[config.mk]
export PLATFORM = sky130hd
export DESIGN_NAME = ps2_key_decoder
export DESIGN_NICKNAME = d
export VERILOG_FILES = /design/src/rtl/ps2_key_decoder.sv
export SDC_FILE = /design/constraint.sdc
export NUM_CORES = 1
export LEC_CHECK = 0
export ABC_AREA = 1
export CAP_MARGIN = 40
export CORE_UTILIZATION = 60
export DETAILED_ROUTE_END_ITERATION = 6
export GPL_TIMING_DRIVEN = 0
export PLACE_DENSITY = 0.8
export SKIP_CTS_REPAIR_TIMING = 1
export SLEW_MARGIN = 20
export SYNTH_ARGS = -nofsm -noshare
export SYNTH_HDL_FRONTEND = slang
export SYNTH_SLANG_ARGS = --single-unit
[constraint.sdc]
create_clock -name clk -period 4.6 [get_ports clk]
set_input_delay 0.69 -clock clk [delete_from_list [all_inputs] [get_ports clk]]
set_output_delay 0.69 -clock clk [all_outputs]
set_load 0.005 [all_outputs]
[src/rtl/ps2_key_decoder.sv]
// PS/2 keyboard receiver: synchronizes and filters the PS/2 lines, frames
// 11-bit packets and turns make/break scancodes into a held-key state.
//
// Ports:
//   clk        system clock, rising edge
//   rst        synchronous active-high reset
//   ps2_clk    asynchronous PS/2 clock line
//   ps2_data   asynchronous PS/2 data line
//   key_code   scancode of the held key, 8'h00 when none is held
//   key_ready  one-cycle pulse on every accepted make code
//   key_held   high from a make code until its matching break code
//   key_ext    held key's make code was preceded by 8'hE0
//   frame_err  one-cycle pulse on each discarded frame
module ps2_key_decoder #(
   parameter int FILTER_LEN = 8,
   parameter int TIMEOUT    = 100000
) (
   input  logic       clk,
   input  logic       rst,
   input  logic       ps2_clk,
   input  logic       ps2_data,
   output logic [7:0] key_code,
   output logic       key_ready,
   output logic       key_held,
   output logic       key_ext,
   output logic       frame_err
);

   localparam int FW = $clog2(FILTER_LEN + 1);
   localparam int TW = $clog2(TIMEOUT + 1);

   typedef enum logic [1:0] {IDLE, DATA, PARITY, STOP} state_t;

   state_t        state;
   state_t        state_nx;

   logic          clk_s1;
   logic          clk_s2;
   logic          dat_s1;
   logic          dat_s2;
   logic [FW-1:0] filt_cnt;
   logic          filt_clk;
   logic          filt_prev;
   logic          fall;

   logic [2:0]    bit_cnt;
   logic [7:0]    shift;
   logic          par_bit;
   logic [TW-1:0] to_cnt;
   logic          timeout;

   logic          start;
   logic          shift_en;
   logic          par_en;
   logic          done;
   logic          good;
   logic          accept;
   logic          reject;

   logic          brk;
   logic          ext;

   // two-flop synchronizers, idle-high
   always_ff @(posedge clk) begin
      if (rst) begin
         clk_s1 <= 1'b1;
         clk_s2 <= 1'b1;
         dat_s1 <= 1'b1;
         dat_s2 <= 1'b1;
      end else begin
         clk_s1 <= ps2_clk;
         clk_s2 <= clk_s1;
         dat_s1 <= ps2_data;
         dat_s2 <= dat_s1;
      end
   end

   // filtered level follows only after FILTER_LEN samples that all
   // differ from it; any sample matching the current level restarts
   always_ff @(posedge clk) begin
      if (rst) begin
         filt_cnt  <= '0;
         filt_clk  <= 1'b1;
         filt_prev <= 1'b1;
      end else begin
         filt_prev <= filt_clk;
         if (clk_s2 == filt_clk) begin
            filt_cnt <= '0;
         end else if (filt_cnt == FW'(FILTER_LEN - 1)) begin
            filt_cnt <= '0;
            filt_clk <= clk_s2;
         end else begin
            filt_cnt <= filt_cnt + 1'b1;
         end
      end
   end

   assign fall = filt_prev & ~filt_clk;

   assign timeout = (state != IDLE) && (to_cnt == TW'(TIMEOUT));

   // FSM: state register
   always_ff @(posedge clk) begin
      if (rst) state <= IDLE;
      else     state <= state_nx;
   end

   // FSM: next state
   always_comb begin
      state_nx = state;
      if (timeout) begin
         state_nx = IDLE;
      end else if (fall) begin
         case (state)
            IDLE:    if (!dat_s2) state_nx = DATA;
            DATA:    if (bit_cnt == 3'd7) state_nx = PARITY;
            PARITY:  state_nx = STOP;
            STOP:    state_nx = IDLE;
            default: state_nx = IDLE;
         endcase
      end
   end

   // FSM: outputs
   always_comb begin
      start    = 1'b0;
      shift_en = 1'b0;
      par_en   = 1'b0;
      done     = 1'b0;
      if (fall && !timeout) begin
         case (state)
            IDLE:    start    = ~dat_s2;
            DATA:    shift_en = 1'b1;
            PARITY:  par_en   = 1'b1;
            STOP:    done     = 1'b1;
            default: ;
         endcase
      end
   end

   // stop bit high and odd parity over data + parity
   assign good   = dat_s2 & (^{shift, par_bit});
   assign accept = done & good;
   assign reject = done & ~good;

   always_ff @(posedge clk) begin
      if (rst) begin
         bit_cnt <= '0;
         shift   <= '0;
         par_bit <= 1'b0;
         to_cnt  <= '0;
      end else begin
         if (state == IDLE || fall) to_cnt <= '0;
         else if (!timeout)         to_cnt <= to_cnt + 1'b1;

         if (start || timeout) bit_cnt <= '0;
         else if (shift_en)    bit_cnt <= bit_cnt + 1'b1;

         if (shift_en) shift   <= {dat_s2, shift[7:1]};
         if (par_en)   par_bit <= dat_s2;
      end
   end

   // scancode interpretation, one cycle after the stop-bit edge
   always_ff @(posedge clk) begin
      if (rst) begin
         brk       <= 1'b0;
         ext       <= 1'b0;
         key_code  <= 8'h00;
         key_held  <= 1'b0;
         key_ext   <= 1'b0;
         key_ready <= 1'b0;
         frame_err <= 1'b0;
      end else begin
         key_ready <= 1'b0;
         frame_err <= 1'b0;
         if (timeout || reject) begin
            frame_err <= 1'b1;
            brk       <= 1'b0;
            ext       <= 1'b0;
         end else if (accept) begin
            if (shift == 8'hF0) begin
               brk <= 1'b1;
            end else if (shift == 8'hE0) begin
               ext <= 1'b1;
            end else begin
               brk <= 1'b0;
               ext <= 1'b0;
               if (!brk) begin
                  key_code  <= shift;
                  key_ext   <= ext;
                  key_held  <= 1'b1;
                  key_ready <= 1'b1;
               end else if (shift == key_code) begin
                  key_code <= 8'h00;
                  key_held <= 1'b0;
                  key_ext  <= 1'b0;
               end
            end
         end
      end
   end

endmodule

==> summary by stage <==
Critical path
By instance count, the cell type seen most on the critical path is sky130_fd_sc_hd__nor2_1. The worst register-to-register path has a setup slack of 2540 ps. Data on the critical path is required at its endpoint by 4850 ps. The library cell contributing the largest single delay on the critical path is sky130_fd_sc_hd__dfxtp_1.

The worst setup path is of the flop to flop kind. Among cell families on the critical path, the largest total delay comes from simple AND/OR/NAND/NOR gates. The data arrival time at the worst-slack endpoint is 2310 ps.

The worst setup path is captured at a flop. The number of buffers and inverters on the critical path is 2. Along the worst path, the maximum fanout reaches 10.

The startpoint type of the worst setup path is a flop. The critical path goes through inv_1, ha_1, nor2_1, nand2_1, nor2_1, nor2_1, nand2_1, clkbuf_2, o21ai_0, a21oi_1. On the worst path, the slowest cell contributes a delay of 400 ps.

Finish
For this run, the share of the core covered by cells in the final layout is 0.719. The number of antenna cells inserted is 0. Of the cells placed in the final design, the portion with a size suffix greater than 1 is 0.0762. The final layout contains 420 nets. From synthesis to final layout, the design area changed by 11.1%. The finished cells cover 0.00298 mm^2.

Clock network
The number of buffers created by CTS is 5. No sink is reached through more buffers than the 2 on the longest clock path. The number of levels the H-tree was split into is 2. TritonCTS built the clock tree. The clock root buffer master is sky130_fd_sc_hd__clkbuf_8. The clock latency at the later pin of the worst-skew pair is 310 ps. The clock-pin transition on the worst setup and hold timing paths is 100 ps. The clock sink count is 55.

Floorplan
The die covers 0.00474 mm^2. For this design the top-level I/O count stands at 16. The core region is 0.00414 mm^2. The effective utilization at floorplan is 0.647. The die is 68.8 um wide. The chip height is about 69 um. Row generation in the floorplan step produced 23 rows.

GRT
For this run, the total global-route usage over all layers was measured as 0.248. The aggregate global routing overflow is 0. The initial antenna violation count was 0. The first global-routing pass estimated 8630 um of wire. The pin count of the biggest net entering global routing is 20. The via count of the first global-routing pass is 1,992.

Pwr
In this run the static leakage power is 1.22 nW. The largest vdd supply drop is 0.279 mV. The power density over the cells is 259 mW/mm^2.

The total power of the final layout is 0.773 mW.

Route
The number of design rule violations left after detail routing is 0. The count of antenna-violating nets left after detailed routing is 0. The average wire per standard cell is 11.4 um. Dividing the detail-routed via count by the number of cells gives 5.12. The final layout contains routed wiring with a total length of roughly 5200 um. The first TritonRoute pass finished after 4 iterations. The routed layout has 2,340 vias.

For this block, the initial DRC count from the detailed router was 159.

Timing
The total negative setup slack is 0 ps. The shortest clock period the worst path allows after layout is 2060 ps. The top achievable clock speed is ~0.49 GHz. The number of endpoints with negative hold slack in the final report is 0. The final cycle utilization of the critical path is 0.448. Setup violations remaining at the end of the flow were counted as 0. The worst slew slack as a fraction of its limit is 0.648. For the pin with the worst max-slew slack, the measured transition is 523 ps. Setup repair after global routing left no endpoint under its margin. The final number of max-transition violations was 0.

On the final layout, the worst hold slack is approximately 420 ps. Clock skew on the completed layout was measured at 9.14 ps.

Synthesis
The share of synthesized area occupied by flip-flops and latches is 0.411. The average footprint of a synthesized cell is 6.96 um^2. The count of different cell masters after synthesis is 29. The number of nets in the synthesized netlist is 399. The number of flip-flops and latches in the synthesized netlist is 55. The synthesized netlist occupies a cell area of approximately 0.0027 mm^2. After technology mapping, the gate count stands at 385. During synthesis, Yosys emitted a total of 0 warnings.

Place
Detailed placement finished with a half-perimeter wire length of 3970 um. The cell area after placement is 0.00288 mm^2. The congestion estimate from routability-driven global placement came to 0.833. The number of buffers added on ports is 14.

Status
The flow ran to the end, and the final reports show no timing, DRC or antenna violations.

Flow run
The tool flagged a number of max-cap violations equal to 0.

Worst hold path
The classification of the worst-slack hold path is flop to flop.
## logic make-up after synthesis
kind of cell | after synthesis | synth area share
AOI/OAI and AO/OA | 61 | 0.119
xor gates and xnor gates | 2 | 0.00654
adders and majority gates | 10 | 0.0467
buffers and inverters | 65 | 0.103
DFF | 55 | 0.411
and+or+nand+nor | 192 | 0.315
## cells in the final DEF (no fill, tap or decap), types with 3 or more instances in the layout
cell type	Yosys	routed
sky130_fd_sc_hd__a21oi_1	33	33
sky130_fd_sc_hd__clkbuf_1	3	3
sky130_fd_sc_hd__clkbuf_8	2	7
sky130_fd_sc_hd__clkdlybuf4s50_1	0	14
sky130_fd_sc_hd__dfxtp_1	55	55
sky130_fd_sc_hd__ha_1	10	10
sky130_fd_sc_hd__inv_1	52	52
sky130_fd_sc_hd__inv_2	4	4
sky130_fd_sc_hd__inv_6	0	3
sky130_fd_sc_hd__nand2_1	89	89
sky130_fd_sc_hd__nand2_2	3	3
sky130_fd_sc_hd__nand3_1	17	17
sky130_fd_sc_hd__nand4_1	12	12
sky130_fd_sc_hd__nor2_1	52	52
sky130_fd_sc_hd__nor3_1	7	7
sky130_fd_sc_hd__o21ai_0	24	24
sky130_fd_sc_hd__or2_2	5	5
## final timing paths
kind / endpoint / start / cells past startpoint
min: clk_s2$_SDFF_PP1_ / clk_s1$_SDFF_PP1_ / 1
max reg2reg: shift[6]$_SDFFE_PP0P_ / state[0]$_SDFFE_PP0P_ / 10
min reg2reg: clk_s2$_SDFF_PP1_ / clk_s1$_SDFF_PP1_ / 1
max: shift[6]$_SDFFE_PP0P_ / state[0]$_SDFFE_PP0P_ / 10
## registers in the layout (all words and copies together) (netlist names)
signal	count
state	2
ext	1
frame_err	1
key_ext	1
dat_s2	1
filt_prev	1
filt_cnt	4
to_cnt	17
dat_s1	1
shift	8
brk	1
bit_cnt	3
filt_clk	1
clk_s2	1
key_held	1
par_bit	1
key_ready	1
clk_s1	1
key_code	8
## worst reg2reg max path, stage by stage, from the launching register on
cell                       delay (ps)
sky130_fd_sc_hd__dfxtp_1          400
sky130_fd_sc_hd__inv_1            100
sky130_fd_sc_hd__ha_1             270
sky130_fd_sc_hd__nor2_1           150
sky130_fd_sc_hd__nand2_1           70
sky130_fd_sc_hd__nor2_1           310
sky130_fd_sc_hd__nor2_1           160
sky130_fd_sc_hd__nand2_1          100
sky130_fd_sc_hd__clkbuf_2         200
sky130_fd_sc_hd__o21ai_0          100
sky130_fd_sc_hd__a21oi_1          140
## synthesized netlist by cell type, drive strengths merged
library cell  number  share of area
ha                10          0.047
nand2             92           0.13
o21a               1         0.0028
nor2              53          0.077
dfxtp             55           0.41
inv               56          0.078
buf                3         0.0079
a21oi             34          0.065
nand3             19          0.042
or2                5          0.012
o21ai             24          0.045
clkbuf             6          0.016
nor3               8          0.017
nand4             12          0.028
o221ai             1         0.0033
o211ai             1         0.0028
xor2               2         0.0065
nor4               2         0.0047
nor3b              1         0.0028
## final cells by class
type,instances,area (um^2)
multi-input cells,265,1300
clock inverters,3,26.3
fillers,345,1170
repair buffers,14,140
well taps,50,62.6
clock buffers,5,68.8
inverters,56,210
flip-flops and latches,55,1100
plain buffers,9,65.1
## routing by layer
metal / routed length (um) / vias to the layer above / part of all wire / global-route usage
met4: 56 / 0 / 0.011 / 0.0612
met3: 175 / 6 / 0.034 / 0.0493
li1: - / 1272 / - / -
met1: 2700 / 1025 / 0.52 / 0.337
met2: 2290 / 37 / 0.44 / 0.403
met5: 0 / - / 0 / 0
## through the flow
| step | setup slack (ps) | instances |
|---|---|---|
| after global placement | 2510 | 449 |
| after global routing | 2290 | 457 |
| after floorplan | 2920 | 385 |
| final | 2540 | 457 |
| after CTS | 2560 | 457 |
| after detailed placement | 2500 | 449 |
## power by group
| part | internal (mW) | switching [mW] |
|---|---|---|
| clock | 0.113 | 0.166 |
| combinational | 0.00576 | 0.00857 |
| sequential | 0.478 | 0.00109 |
| total | 0.597 | 0.176 |
(Power assumes the default switching activity.)
